## config.mk

```make
export PLATFORM = sky130hd
export DESIGN_NAME = pipe_stage_reg
export DESIGN_NICKNAME = d
export VERILOG_FILES = /design/src/rtl/pipe_types.sv /design/src/rtl/pipe_stage_ctrl.sv /design/src/rtl/pipe_stage_reg.sv
export SDC_FILE = /design/constraint.sdc
export NUM_CORES = 1
export LEC_CHECK = 0
export CORE_ASPECT_RATIO = 1.5
export CORE_MARGIN = 5
export CORE_UTILIZATION = 54
export DETAILED_ROUTE_END_ITERATION = 8
export GPL_ROUTABILITY_DRIVEN = 0
export PLACE_DENSITY = 0.9
export SLEW_MARGIN = 20
export SYNTH_ARGS = -nofsm -noshare
export SYNTH_HDL_FRONTEND = slang
export SYNTH_SLANG_ARGS = --single-unit
export TNS_END_PERCENT = 5
```

## constraint.sdc

```tcl
create_clock -name clk -period 5.31 [get_ports clk]
set_input_delay 1.3275 -clock clk [delete_from_list [all_inputs] [get_ports clk]]
set_output_delay 1.3275 -clock clk [all_outputs]
set_load 0.005 [all_outputs]
```

## src/rtl/pipe_types.sv

```systemverilog
// pipe_types: shared state encoding and IF/ID payload layout for pipeline stage registers
// IF/ID payload is packed as {instr, pc} with pc in the low PC_W bits.
package pipe_types;
  typedef enum logic [1:0] {EMPTY, BUSY, FULL} pipe_state_t;
  localparam int INSTR_W = 192;
  localparam int PC_W = 32;
  localparam int IFID_WIDTH = INSTR_W + PC_W;
  function automatic logic [IFID_WIDTH-1:0] pack_ifid(input logic [INSTR_W-1:0] instr, input logic [PC_W-1:0] pc);
    return {instr, pc};
  endfunction
endpackage

```

## src/rtl/pipe_stage_ctrl.sv

```systemverilog
// pipe_stage_ctrl: handshake FSM for pipe_stage_reg, drives in_ready/out_valid and datapath load enables
// Ports: clk, rst (async active-low), flush, in_valid, out_ready in;
//        in_ready, out_valid, load_main, sel_skid (main takes skid), load_skid out.
module pipe_stage_ctrl import pipe_types::*; #(
  parameter int SKID = 1
) (
  input  logic clk,
  input  logic rst,
  input  logic flush,
  input  logic in_valid,
  input  logic out_ready,
  output logic in_ready,
  output logic out_valid,
  output logic load_main,
  output logic sel_skid,
  output logic load_skid
);
  pipe_state_t state, next;
  logic in_xfer;
  always_ff @(posedge clk or negedge rst)
    if (!rst) state <= EMPTY;
    else state <= next;
  always_comb begin
    in_ready = SKID != 0 ? state != FULL : state == EMPTY || out_ready;
    out_valid = state != EMPTY;
    in_xfer = in_valid && in_ready;
    next = state;
    load_main = 1'b0;
    load_skid = 1'b0;
    sel_skid = 1'b0;
    if (SKID == 0) begin
      load_main = in_ready;
      next = in_ready ? (in_valid ? BUSY : EMPTY) : state;
    end else begin
      case (state)
        EMPTY: begin
          load_main = in_xfer;
          next = in_xfer ? BUSY : EMPTY;
        end
        BUSY: begin
          load_main = in_xfer && out_ready;
          load_skid = in_xfer && !out_ready;
          next = in_xfer ? (out_ready ? BUSY : FULL) : (out_ready ? EMPTY : BUSY);
        end
        FULL: begin
          load_main = out_ready;
          sel_skid = 1'b1;
          next = out_ready ? BUSY : FULL;
        end
        default: next = EMPTY;
      endcase
    end
    if (flush) next = EMPTY;
  end
endmodule

```

## src/rtl/pipe_stage_reg.sv

```systemverilog
// pipe_stage_reg: elastic valid/ready pipeline register, optional 2-entry skid buffer
// Ports: clk, rst (async active-low), flush (sync squash), in_valid/in_ready/in_data upstream,
//        out_valid/out_ready/out_data downstream, stall_cnt/xfer_cnt perf counters.
// Macro PIPE_STAGE_PERF_EN enables the saturating counters; otherwise they read 0.
module pipe_stage_reg import pipe_types::*; #(
  parameter int WIDTH = IFID_WIDTH,
  parameter int SKID = 1
) (
  input  logic             clk,
  input  logic             rst,
  input  logic             flush,
  input  logic             in_valid,
  output logic             in_ready,
  input  logic [WIDTH-1:0] in_data,
  output logic             out_valid,
  input  logic             out_ready,
  output logic [WIDTH-1:0] out_data,
  output logic [31:0]      stall_cnt,
  output logic [31:0]      xfer_cnt
);
  logic [WIDTH-1:0] main_q, skid_q;
  logic load_main, sel_skid, load_skid;
  pipe_stage_ctrl #(.SKID(SKID)) u_ctrl (
    .clk(clk),
    .rst(rst),
    .flush(flush),
    .in_valid(in_valid),
    .out_ready(out_ready),
    .in_ready(in_ready),
    .out_valid(out_valid),
    .load_main(load_main),
    .sel_skid(sel_skid),
    .load_skid(load_skid)
  );
  // zero payload on flush doubles as the NOP bubble
  always_ff @(posedge clk or negedge rst)
    if (!rst) begin
      main_q <= '0;
      skid_q <= '0;
    end else if (flush) begin
      main_q <= '0;
      skid_q <= '0;
    end else begin
      if (load_main) main_q <= sel_skid ? skid_q : in_data;
      if (load_skid) skid_q <= in_data;
    end
  assign out_data = main_q;
`ifdef PIPE_STAGE_PERF_EN
  always_ff @(posedge clk or negedge rst)
    if (!rst) begin
      stall_cnt <= '0;
      xfer_cnt <= '0;
    end else begin
      if (out_valid && !out_ready && !(&stall_cnt)) stall_cnt <= stall_cnt + 32'd1;
      if (out_valid && out_ready && !(&xfer_cnt)) xfer_cnt <= xfer_cnt + 32'd1;
    end
`else
  assign stall_cnt = '0;
  assign xfer_cnt = '0;
`endif
endmodule
```

; Word level (Yosys, flattened, before mapping)
; Cells that the tools add are included.
[totals]
input_bits = 229
wordCells = 28
output_inout_bits = 290
reg_bits = 450
[op_classes]
n_reduce_logical = 8
eq_ne = 3
mux = 14
[op_table]
columns = cell, n
row1 = 2-to-1 mux 224 bit, 5
row2 = 2-to-1 mux 2 bit, 3
row3 = case mux 2 bit (3 select lines), 1
row4 = nonzero test 2 bit, 3
row5 = 2-to-1 mux 1 bit, 4
row6 = logical AND 1 bit, 3
row7 = case mux 1 bit (3 select lines), 1
row8 = "equality test 2 x 1 -> 1 bit, second input constant", 1
row9 = "equality test 2 bit, second input constant", 1
row10 = logical NOT 2 bit, 1
row11 = "inequality test 2 bit, second input constant", 1
row12 = logical NOT 1 bit, 1

; Depth between registers and ports, before layout
; Gate-level depths: netlist of the first run.
[depth]
depth_word = 6
mapped_depth = 13

; Cells and area by module
; A second synthesis of the first run with hierarchy kept.
[unflattened]
hier_cells = 1802
hier_area_um2 = 20544.7
[by_module_without_submodules]
columns = module, area_each_um2, seq_area_each_um2, cells_each, n_inst
row1 = pipe_stage_reg, 20370.8, 11210.8, 1783, 1
row2 = pipe_stage_ctrl, 173.9, 50.0, 19, 1

; Least setup slack after synthesis of the first run
; Ideal clock, no wire load.
[synth_timing]
path_type = in2reg
startpoint = in in_valid
endpoint = reg main_q[100] (netlist: out_data[100])
t_required_ns = 5.222
cell_stages = 9
setup_slack_ns = 2.459
arrival_ns = 2.762
setup_time_ns = 0.088
cell_sequence = and2_1 > ha_1 > mux2_4 > buf_6 > a21o_1 > buf_2 > buf_6 > buf_6 > a211oi_2
[synth_via]
elab_chain_len = 4
[synth_rtl]
columns = item, line_no
row1 = from (decl), pipe_stage_reg.sv:12  ; input logic in_valid,
row2 = logical AND 1 bit (*), pipe_stage_ctrl.sv:26  ; in_xfer = in_valid && in_ready;
row3 = logical AND 1 bit, pipe_stage_ctrl.sv:41  ; load_main = in_xfer && out_ready;
row4 = case mux 1 bit (3 select lines) (*), pipe_stage_ctrl.sv:35  ; case (state)
row5 = nonzero test 2 bit (no source line) (*), n/a
row6 = to (signal assigned), pipe_stage_reg.sv:44  ; if (load_main) main_q <= sel_skid ? skid_q : in_data;
row7 = to (decl), pipe_stage_reg.sv:21  ; logic [WIDTH-1:0] main_q, skid_q;
; Mark *: on every way between the ends. The rest lies on a longest branch, timed or not.
; A chain may end at the register's enable or synchronous reset.

; Worst setup path in the final report of the first run
[layout_timing]
startpoint = reg u_ctrl.state[1]
endpoint = out in_ready
[layout_via]
elab_chain_len = 1
[layout_rtl]
columns = item, line_no
row1 = from (decl), pipe_stage_ctrl.sv:18  ; pipe_state_t state, next;
row2 = from (signal assigned), pipe_stage_ctrl.sv:22  ; else state <= next;
row3 = inequality test 2 bit, pipe_stage_ctrl.sv:24  ; in_ready = SKID != 0 ? state != FULL : state == EMPTY || out_ready;
row4 = to (decl), pipe_stage_reg.sv:13  ; output logic in_ready,
; No other way between the ends.

==> results by group, run 1 <==
Layout
  – Final design utilization: a little over two thirds
  – Leading cell types in the layout, fill and taps excluded: sky130_fd_sc_hd__clkdlybuf4s50_1 (452), sky130_fd_sc_hd__dfrtp_1 (450), sky130_fd_sc_hd__a211oi_1 (288), sky130_fd_sc_hd__mux2i_1 (224), sky130_fd_sc_hd__a22o_1 (224)
  – Layout overhead on the synthesized area: 27.8%
  – Fill cell count: approximately 2.5k
  – Share of final-layout standard cells stronger than drive strength 1: 13.3%
  – Nets: approximately 2.2k
  – Non-filler cells in the finished layout: 2,496
  – Leading cell type in the layout, fill and taps excluded: sky130_fd_sc_hd__clkdlybuf4s50_1
  – Final standard cell area without fillers: 27,100 um^2

Clocking
  – Insertion delay to the later sink of the worst-skew pair: about 0.54 ns
  – # Post-CTS Setup Buffers: 0
  – Number of buffers on the longest clock path: 3
  – Inserted Clock Buffers: 43
  – Clock transition time at the flip-flop clock pins of the worst setup and hold paths: approximately 0.070 ns
  – CTS tree: yes
  – Clock sink count: 450
  – Cts-stage hold buffer count: 0
  – Post-CTS sizing: 0
  – Master cell of the clock root buffer: sky130_fd_sc_hd__clkbuf_16
  – Max H-tree Level: 2

Worst setup path
  – Capture instance of the worst register-to-register path: out_data[35]
  – Highest fanout seen on the critical path: between 70 and 80
  – Required time reported for the critical path endpoint: 3.98 ns
  – Setup crit end kind: output port
  – R2r setup slk: 1.85 ns
  – Cell with the largest stage delay on the worst path: sky130_fd_sc_hd__clkdlybuf4s50_1
  – Data arrival time at the worst-slack endpoint: ~2.5 ns
  – Cells on worst reg2reg path: 9
  – Classification of the worst setup path: reg2out
  – Startpoint of the worst-slack reg-to-reg timing path: u_ctrl.state[1]
  – CP startpoint kind: flip-flop
  – Delay of the slowest cell on the worst path: 0.65 ns
  – CP Cell Sequence: nor2b_1, inv_8, clkdlybuf4s50_1

STA
  – Final period util: around 70%
  – Worst clock skew on the final layout: roughly 0.011 ns
  – Number of pins with negative max-slew slack in the final report: 0
  – Worst max-slew margin expressed relative to the limit: between 30% and 40%
  – Unrepaired setup endpoints after global routing: no
  – Transition time of the tightest slew-check pin: approximately 1 ns
  – Final Critical Period: between 3 and 4 ns
  – Count of final setup violators: 0
  – Fin. Hold Viols: 0
  – Sum of negative setup slack: 0 ns
  – Maximum clock rate: 261 MHz

Synthesis
  – Synth Area in XOR/XNOR: 0%
  – Number of register bits inferred by synthesis: between 400 and 500
  – Mux cell area share after synthesis: between 10% and 20%
  – Synth cell types: 27
  – Area share of and/or/nand/nor cells after synthesis: less than 1%
  – Adder and majority gate portion of the synthesized area: less than 1%
  – Post-synthesis instance total: 1,627
  – Mean post-synth cell area: 13.0 um^2
  – Post-synthesis cell area: about 21,000 um^2
  – Yosys Warn Count: 0
  – Complex-gate fraction of the synthesized area: between 20 and 30%
  – Portion of the post-synthesis area used by sequential elements: around 53%
  – Main combinational cell family by area after synthesis: compound AO/OA/AOI/OAI gates

Global route
  – Number of antenna violations at the first check in global routing: 12
  – Via count of the first global-routing pass: 16.9k
  – All-Layer GR Usage: 28.0%
  – Pin count of the biggest net entering global routing: between 100 and 150
  – Wire length of the first global-routing pass: 98.1 mm
  – Total congestion overflow: 0

Placement
  – Post-DP HPWL: 37.3 mm
  – Instance area after placement: 25,700 um^2
  – Number of cells in the design after placement: between 2k and 2.5k
  – Input/output buffers: approximately 450

Die
  – Number of ports placed on the die boundary: between 500 and 600
  – Row count: between 80 and 90
  – Horizontal die dimension: ~170 um
  – Placeable core region: just under 40,000 um^2
  – Die footprint: 43,400 um^2
  – Initial cell density of the core: approximately 54%
  – Die span in y: around 250 um

Drt
  – Final ANT Viol Nets: 0
  – Average wire per cell in the routed design: 25.4 um
  – First-pass DRT Iterations: 5
  – Total DRC errors in the routed layout: 0
  – Overall via count from detail_route: about 16k
  – Total wire length: between 60 and 70 mm
  – Routed vias/inst: ~6.5
  – Iteration-0 DRC count of the detailed router: around 1.7k

Min path
  – Launch instance of the worst min-delay path: skid_q[108]
  – Worst min-delay path category: reg2reg
  – Endpoint of the worst hold path: skid_q[108]
  – Number of cells on the worst hold path: 1

Job
  – Max-Cap Viols: 0

Power
  – Power density over the cells: between 300 and 400 nW/um^2
  – Worst VDD drop: roughly 0.28 mV
  – Leakage dissipation: 12.7 nW

Status
  – Status: finished clean
stage by stage:
stage / hold WS (ns) / worst slack, ns / power (mW)
3_3_place_gp: 0.481 / 1.62 / 5.32
2_1_floorplan: 0.465 / 2.46 / 4.58
5_1_grt: 0.508 / 1.39 / 8.68
3_5_place_dp: 0.481 / 1.52 / 5.37
6_report: 0.495 / 1.49 / 8.38
4_1_cts: 0.502 / 1.47 / 8.41
worst max-delay path by stage:
| stage | endpoint | from |
|---|---|---|
| 3_5_place_dp | out_data[141] | in_valid |
| 6_report | in_ready | u_ctrl.state[1] |
| 5_1_grt | in_ready | u_ctrl.state[1] |
| 3_3_place_gp | out_data[143] | in_valid |
| 4_1_cts | in_ready | u_ctrl.state[1] |
| 2_1_floorplan | out_data[100] | in_valid |
cells in the mapped netlist:
| cell | count | share of area [%] |
|---|---|---|
| sky130_fd_sc_hd__mux2_4 | 1 | 0.071 |
| sky130_fd_sc_hd__inv_1 | 2 | 0.035 |
| sky130_fd_sc_hd__a211oi_2 | 160 | 9.4 |
| sky130_fd_sc_hd__inv_2 | 1 | 0.018 |
| sky130_fd_sc_hd__ha_1 | 2 | 0.12 |
| sky130_fd_sc_hd__nor2b_1 | 1 | 0.030 |
| sky130_fd_sc_hd__mux2_2 | 1 | 0.053 |
| sky130_fd_sc_hd__buf_2 | 50 | 1.2 |
| sky130_fd_sc_hd__a31oi_2 | 1 | 0.059 |
| sky130_fd_sc_hd__a21o_1 | 1 | 0.035 |
| sky130_fd_sc_hd__and2_1 | 1 | 0.030 |
| sky130_fd_sc_hd__buf_6 | 19 | 1.0 |
| sky130_fd_sc_hd__dfrtp_1 | 450 | 53 |
| sky130_fd_sc_hd__clkbuf_1 | 117 | 2.1 |
| sky130_fd_sc_hd__buf_1 | 8 | 0.14 |
| sky130_fd_sc_hd__mux2i_1 | 224 | 11 |
| sky130_fd_sc_hd__or2_2 | 2 | 0.059 |
| sky130_fd_sc_hd__nand2_1 | 1 | 0.018 |
| sky130_fd_sc_hd__and3b_1 | 1 | 0.041 |
| sky130_fd_sc_hd__a22o_1 | 224 | 9.2 |
| sky130_fd_sc_hd__conb_1 | 1 | 0.018 |
| sky130_fd_sc_hd__nor3_4 | 1 | 0.077 |
| sky130_fd_sc_hd__nor2_1 | 1 | 0.018 |
| sky130_fd_sc_hd__a21oi_1 | 1 | 0.024 |
| sky130_fd_sc_hd__a211oi_1 | 288 | 10 |
| sky130_fd_sc_hd__nor3_1 | 1 | 0.024 |
| sky130_fd_sc_hd__buf_4 | 67 | 2.4 |
kinds of logic (layout without fill, tap and decap cells):
group                    after synthesis  in the layout
multiplexers                         226            226
flip-flops                           450            450
other                                  1             77
buffers and inverters                264            557
AO/OA/AOI/OAI                        675            675
AND/OR/NAND/NOR                        9              9
adder cells (fa/ha/maj)                2              2
power by group:
group / internal (mW) / switching [mW]
combinational: 0.785 / 0.755
sequential: 3.64 / 0.148
clock: 1.74 / 1.31
total: 6.16 / 2.21
per-layer routing:
metal	up-vias	wire, um	GRT usage (%)	share of wire (%)
met5	-	0	0	0
met4	0	3590	14.9	5.7
met3	176	5000	5.33	7.9
met2	822	30900	43.6	49
met1	8369	23900	37.3	38
li1	6907	-	-	-
layout make-up:
| cell class | count | area [um^2] | area share [%] |
|---|---|---|---|
| Clock inverter | 10 | 110 | 0.406 |
| Sequential cell | 450 | 11300 | 41.5 |
| Multi-Input combinational cell | 976 | 8780 | 32.4 |
| Antenna cell | 13 | 32.5 | 0.120 |
| Tap cell | 500 | 626 | 2.31 |
| Timing Repair Buffer | 484 | 5020 | 18.5 |
| Inverter | 3 | 23.8 | 0.0877 |
| Clock buffer | 60 | 1250 | 4.62 |
sequential cells by signal, summed over array words and instances, names as in the netlist:
register / cells
u_ctrl.state: 2
out_data: 224
skid_q: 224
critical path, delay by kind of cell, from the launching register on:
kind,cells,cell delay (ns)
buffers and inverters,2,1.16
flip-flops,1,0.49
AND/OR/NAND/NOR,1,0.26
Note: power is estimated with default switching activity, not from simulation.
==> inputs of run 2 (changes only) <==
--- a/config.mk
+++ b/config.mk
@@ -7,10 +7,10 @@
 export LEC_CHECK = 0
 export CORE_ASPECT_RATIO = 1.5
 export CORE_MARGIN = 5
-export CORE_UTILIZATION = 54
+export CORE_UTILIZATION = 45
 export DETAILED_ROUTE_END_ITERATION = 8
 export GPL_ROUTABILITY_DRIVEN = 0
-export PLACE_DENSITY = 0.9
+export PLACE_DENSITY = 0.81
 export SLEW_MARGIN = 20
 export SYNTH_ARGS = -nofsm -noshare
 export SYNTH_HDL_FRONTEND = slang
==> constraint.sdc (replaced) <==
create_clock -name clk -period 3.1 [get_ports clk]
set_input_delay 0.775 -clock clk [delete_from_list [all_inputs] [get_ports clk]]
set_output_delay 0.775 -clock clk [all_outputs]
set_load 0.005 [all_outputs]
==> results by group, run 2 (same netlist as run 1, synthesis figures left out) <==
Status
  – Status: finished clean

Clocking
  – Post-CTS sizing: 0
  – Clock transition time at the flip-flop clock pins of the worst setup and hold paths: about 0.060 ns
  – Cts-stage hold buffer count: 0
  – Inserted Clock Buffers: 44
  – Master cell of the clock root buffer: sky130_fd_sc_hd__clkbuf_16
  – Number of buffers on the longest clock path: 3
  – Clock sink count: 450
  – Max H-tree Level: 2
  – # Post-CTS Setup Buffers: 0
  – CTS tree: yes
  – Insertion delay to the later sink of the worst-skew pair: roughly 0.54 ns

Global route
  – Via count of the first global-routing pass: approximately 17k
  – Pin count of the biggest net entering global routing: around 120
  – Total congestion overflow: 0
  – Wire length of the first global-routing pass: just over 100 mm
  – Number of antenna violations at the first check in global routing: 12
  – All-Layer GR Usage: roughly a quarter

Layout
  – Leading cell types in the layout, fill and taps excluded: sky130_fd_sc_hd__clkdlybuf4s50_1 (452), sky130_fd_sc_hd__dfrtp_1 (450), sky130_fd_sc_hd__a211oi_1 (288), sky130_fd_sc_hd__mux2i_1 (224), sky130_fd_sc_hd__a22o_1 (224)
  – Fill cell count: roughly 3.7k
  – Final design utilization: 59.2%
  – Nets: 2,218
  – Final standard cell area without fillers: ~28,000 um^2
  – Layout overhead on the synthesized area: 30.5%
  – Leading cell type in the layout, fill and taps excluded: sky130_fd_sc_hd__clkdlybuf4s50_1
  – Share of final-layout standard cells stronger than drive strength 1: 14.9%
  – Non-filler cells in the finished layout: roughly 2.6k

Worst setup path
  – Highest fanout seen on the critical path: 65
  – Cell with the largest stage delay on the worst path: sky130_fd_sc_hd__dfrtp_1
  – CP most frequent cell: sky130_fd_sc_hd__buf_12
  – CP Cell Sequence: nor2b_1, inv_8, and2_1, ha_1, mux2_8, buf_12, buf_12, a211oi_1, a211oi_2
  – Data arrival time at the worst-slack endpoint: approximately 3.2 ns
  – Delay of the slowest cell on the worst path: 0.51 ns
  – Startpoint of the worst-slack reg-to-reg timing path: u_ctrl.state[1]
  – CP startpoint kind: flip-flop
  – Cells on worst reg2reg path: 9
  – Setup crit end kind: flip-flop
  – Classification of the worst setup path: reg2reg
  – Capture instance of the worst register-to-register path: out_data[89]
  – Required time reported for the critical path endpoint: roughly 3.5 ns
  – R2r setup slk: between 0.2 and 0.25 ns

Drt
  – Routed vias/inst: 6.17
  – Overall via count from detail_route: between 15k and 20k
  – Total DRC errors in the routed layout: 0
  – Iteration-0 DRC count of the detailed router: about 1.1k
  – Total wire length: approximately 65 mm
  – Final ANT Viol Nets: 0
  – Average wire per cell in the routed design: roughly 25 um
  – First-pass DRT Iterations: 5

Job
  – Max-Cap Viols: 0

STA
  – Sum of negative setup slack: 0 ns
  – Worst clock skew on the final layout: around 0.017 ns
  – Unrepaired setup endpoints after global routing: no
  – Count of final setup violators: 0
  – Fin. Hold Viols: 0
  – Final Critical Period: ~2.9 ns
  – Worst max-slew margin expressed relative to the limit: 29.8%
  – Final period util: a little over 90%
  – Number of pins with negative max-slew slack in the final report: 0
  – Transition time of the tightest slew-check pin: around 1.1 ns
  – Maximum clock rate: 350 MHz

Power
  – Share of power burned in the clock network: 36.7%
  – Worst VDD drop: 0.425 mV
  – Switching power summed over all nets: 3.89 mW
  – Power density over the cells: 526 nW/um^2
  – Tot Pwr: about 15 mW
  – Combinational Power Share: 18.6%
  – Sw frac: between 20% and 30%
  – Leakage dissipation: between 10 and 15 nW
  – Portion of total power attributed to sequential cells: between 40% and 50%
  – Internal power: 10.7 mW

Die
  – Placeable core region: 46,700 um^2
  – Horizontal die dimension: approximately 190 um
  – Die footprint: 51,700 um^2
  – Row count: 97
  – Number of ports placed on the die boundary: 519
  – Initial cell density of the core: a little under half
  – Die span in y: ~280 um

Placement
  – Instance area after placement: ~26,000 um^2
  – Input/output buffers: around 450
  – Post-DP HPWL: 41.4 mm
  – Number of cells in the design after placement: 2,535

Min path
  – Worst min-delay path category: in2async
run 2: worst max path at each step:
stage | startpoint | to | cells after the start
detailed placement | in_valid | out_data[89] | 8
finish | u_ctrl.state[1] | out_data[89] | 9
global route | u_ctrl.state[1] | out_data[89] | 9
floorplan | u_ctrl.state[0] | out_data[100] | 13
CTS | u_ctrl.state[1] | in_ready | 3
global placement | in_valid | out_data[60] | 8
run 2: worst max-delay path: cells and delay by family, from the launching register on:
| kind | cells | cell delay, ns |
|---|---|---|
| simple gates | 2 | 0.66 |
| flops | 1 | 0.51 |
| buf+inv | 3 | 0.50 |
| compound gates | 2 | 0.45 |
| mux | 1 | 0.33 |
| fa+ha+maj | 1 | 0.19 |
run 2: layout make-up:
| type | count | area [um^2] | area share (%) |
|---|---|---|---|
| flip-flops and latches | 450 | 11300 | 40.7 |
| diodes | 11 | 27.5 | 0.0994 |
| repair buffers | 512 | 5430 | 19.6 |
| well taps | 594 | 743 | 2.68 |
| clock buffers | 65 | 1310 | 4.74 |
| clock inverters | 14 | 110 | 0.398 |
| multi-input cells | 976 | 8780 | 31.7 |
| inverters | 3 | 23.8 | 0.0859 |
run 2: stage by stage:
stage                     hold slack, ns  worst slack (ns)
final                              0.196             0.244
after global routing               0.223             0.154
after CTS                          0.213             0.217
after detailed placement           0.480             0.116
after global placement             0.481             0.204
after floorplan                    0.465             0.419
run 2: power by group through the flow:
stage | combinational [mW] | sequential, mW | clock (mW)
after global routing | 2.89 | 6.54 | 5.69
after global placement | 2.63 | 6.59 | 0
final | 2.71 | 6.50 | 5.34
after floorplan | 1.28 | 6.55 | 0
after CTS | 2.72 | 6.50 | 5.43
after detailed placement | 2.71 | 6.59 | 0
run 2: layer usage:
| layer | routed length, um | track usage, % | share of wire, % | vias up |
|---|---|---|---|---|
| met5 | 13 | 0 | 0.020 | - |
| met4 | 3470 | 12.6 | 5.3 | 2 |
| met3 | 3830 | 4.15 | 5.9 | 173 |
| met2 | 32700 | 40.5 | 50 | 685 |
| met1 | 24800 | 29.9 | 38 | 8363 |
| li1 | - | - | - | 6980 |
==> variant, RTL diff (settings of run 2) <==
`SKID` is set to 1 in 2 places; all go to 0.
--- a/src/rtl/pipe_stage_ctrl.sv
+++ b/src/rtl/pipe_stage_ctrl.sv
@@ -2,7 +2,7 @@
 // Ports: clk, rst (async active-low), flush, in_valid, out_ready in;
 //        in_ready, out_valid, load_main, sel_skid (main takes skid), load_skid out.
 module pipe_stage_ctrl import pipe_types::*; #(
-  parameter int SKID = 1
+  parameter int SKID = 0
 ) (
   input  logic clk,
   input  logic rst,
--- a/src/rtl/pipe_stage_reg.sv
+++ b/src/rtl/pipe_stage_reg.sv
@@ -4,7 +4,7 @@
 // Macro PIPE_STAGE_PERF_EN enables the saturating counters; otherwise they read 0.
 module pipe_stage_reg import pipe_types::*; #(
   parameter int WIDTH = IFID_WIDTH,
-  parameter int SKID = 1
+  parameter int SKID = 0
 ) (
   input  logic             clk,
   input  logic             rst,
Formal check against the unedited RTL: not equivalent (Yosys sat finds a counterexample within 4 cycles, from zero or initial values and one cycle with rst low).
==> variant against run 2 <==
Count of clock-buffer cells in the layout down 33. Total power is 48% lower. Sequential cell count down 225. Synthesized area is 42% lower. Wire length is 41% lower. Sequential share of layout area down 8.6 points. Design area decreased by 37%. Worst setup slack improved by 0.29 ns. Highest routed layer is now met4.
==> variant: results (changes against run 2) <==
outcome:
  outcome: "complete, no violations"  # unchanged
setup_path:
  worst_ep_arrival_time_ns: 1.79  # was 3.24 ns
  rr_worst_depth: 4  # was 9
  crit_fanout: 10  # was 65
global_routing:
  track_usage_pct: 23.2  # was 24.1%
  grt_pass1_vias: 10100  # was 17500
  grt_first_pass_wirelength_um: 58600  # was 102000 um
  grt_max_degree: 225  # was 123
  antenna_found_initial: 8  # was 12
sta:
  worstMarginPinSlew_ns: 1.03  # was 1.05 ns
  skew_ns: 0.00745  # was 0.0169 ns
logic_synthesis:
  synth-seq-area-share_pct: 45.6  # was 53.1%
  syn_inst: 1091  # was 1627
  yosys-top-cells-count: "225 x dfrtp_1, 224 x nand2b_1, 224 x nand4bb_1"  # was 450 x dfrtp_1, 288 x a211oi_1, 224 x a22o_1, 224 x mux2i_1, 160 x a211oi_2
  yosysUniqueCellTypes: 17  # was 27
  synth_area_leaders: "dfrtp_1 46%, nand4bb_1 20%, nand2b_1 11%"  # was dfrtp_1 53%, mux2i_1 11%, a211oi_1 10%
pwr:
  ir_drop_mv: 0.391  # was 0.425 mV
  seq_power_mw: 3.23  # was 6.50 mW
  p_leak_nw: 6.95  # was 12.9 nW
  p_sw_mw: 1.95  # was 3.89 mW
  p_clk_share_pct: 38.8  # was 36.7%
  power_density_mw_per_mm2: 435  # was 526 mW/mm^2
drt:
  vias: 9816  # was 16200
  drtIter0Drc: 505  # was 1109
  antenna_left: 0  # unchanged
  finalWirelength_um: 38500  # was 64800 um
  via_per_inst: 5.35  # was 6.17
place:
  io_buffers: 454  # unchanged
  dp_hpwl_um: 25800  # was 41400 um
  dp_cells: 1781  # was 2535
clock_network:
  clk_latency_ns: 0.51  # was 0.54 ns
  cts-root-buf: "clkbuf_16"  # unchanged
  htree_levels: 1  # was 2
  cts_buffers: 24  # was 44
cells_and_area:
  final_nets: 1694  # was 2218
  drive_gt1_share_pct: 13.8  # was 14.9%
variant: cell types whose count changed after synthesis, sizes merged, moves of 23 or more:
cell / delta
nand4bb: +224
dfrtp: -225
buf: -49
clkbuf: -23
mux2i: -224
nand2b: +224
a211oi: -448
a22o: -224
o21ai: +224
variant: cell families after synthesis:
group	after synthesis	share of synthesized area, %
simple gates	449	31.9
compound gates	225	13.4
flops	225	45.6
buf+inv	191	9.19
other cells	1	0.0303
variant: cell type report:
cell class | instances | share of cell area (%)
well taps | 342 | 2.44
diodes | 10 | 0.143
repair buffers | 474 | 27.4
flip-flops and latches | 225 | 32.1
clock inverters | 12 | 0.692
inverters | 2 | 0.0428
clock buffers | 32 | 3.89
multi-input cells | 738 | 33.2
variant: final timing paths:
check | start | end | slack (ns)
worst max register to register | u_ctrl.state[0] | out_data[109] | 1.15
worst min register to register | out_data[15] | out_data[15] | 0.55
worst min-delay path | rst | out_data[10] | 0.25
min in group clk | out_data[15] | out_data[15] | 0.55
worst max-delay path | u_ctrl.state[0] | in_ready | 0.54
max in group asynchronous | rst | out_data[105] | 2.11
variant: metrics by stage:
stage | cell area [um^2] | setup slack (ns)
6_report | 17500 | 0.536
2_1_floorplan | 12600 | 0.988
5_1_grt | 17500 | 0.484
4_1_cts | 17500 | 0.501
3_3_place_gp | 16700 | 0.772
3_5_place_dp | 16700 | 0.710
variant: layer usage:
layer	global-route usage, %	part of all wire (%)	vias to the layer above
met5	0	0	-
li1	-	-	4528
met3	5.65	7.3	76
met4	10.1	4.1	0
met2	40.3	51	412
met1	27.5	37	4800
variant: critical path: stages, from the launching register on:
cell and delay, ns:
dfrtp_4 0.53, nor2b_4 0.15, inv_1 0.09, clkdlybuf4s50_1 0.51
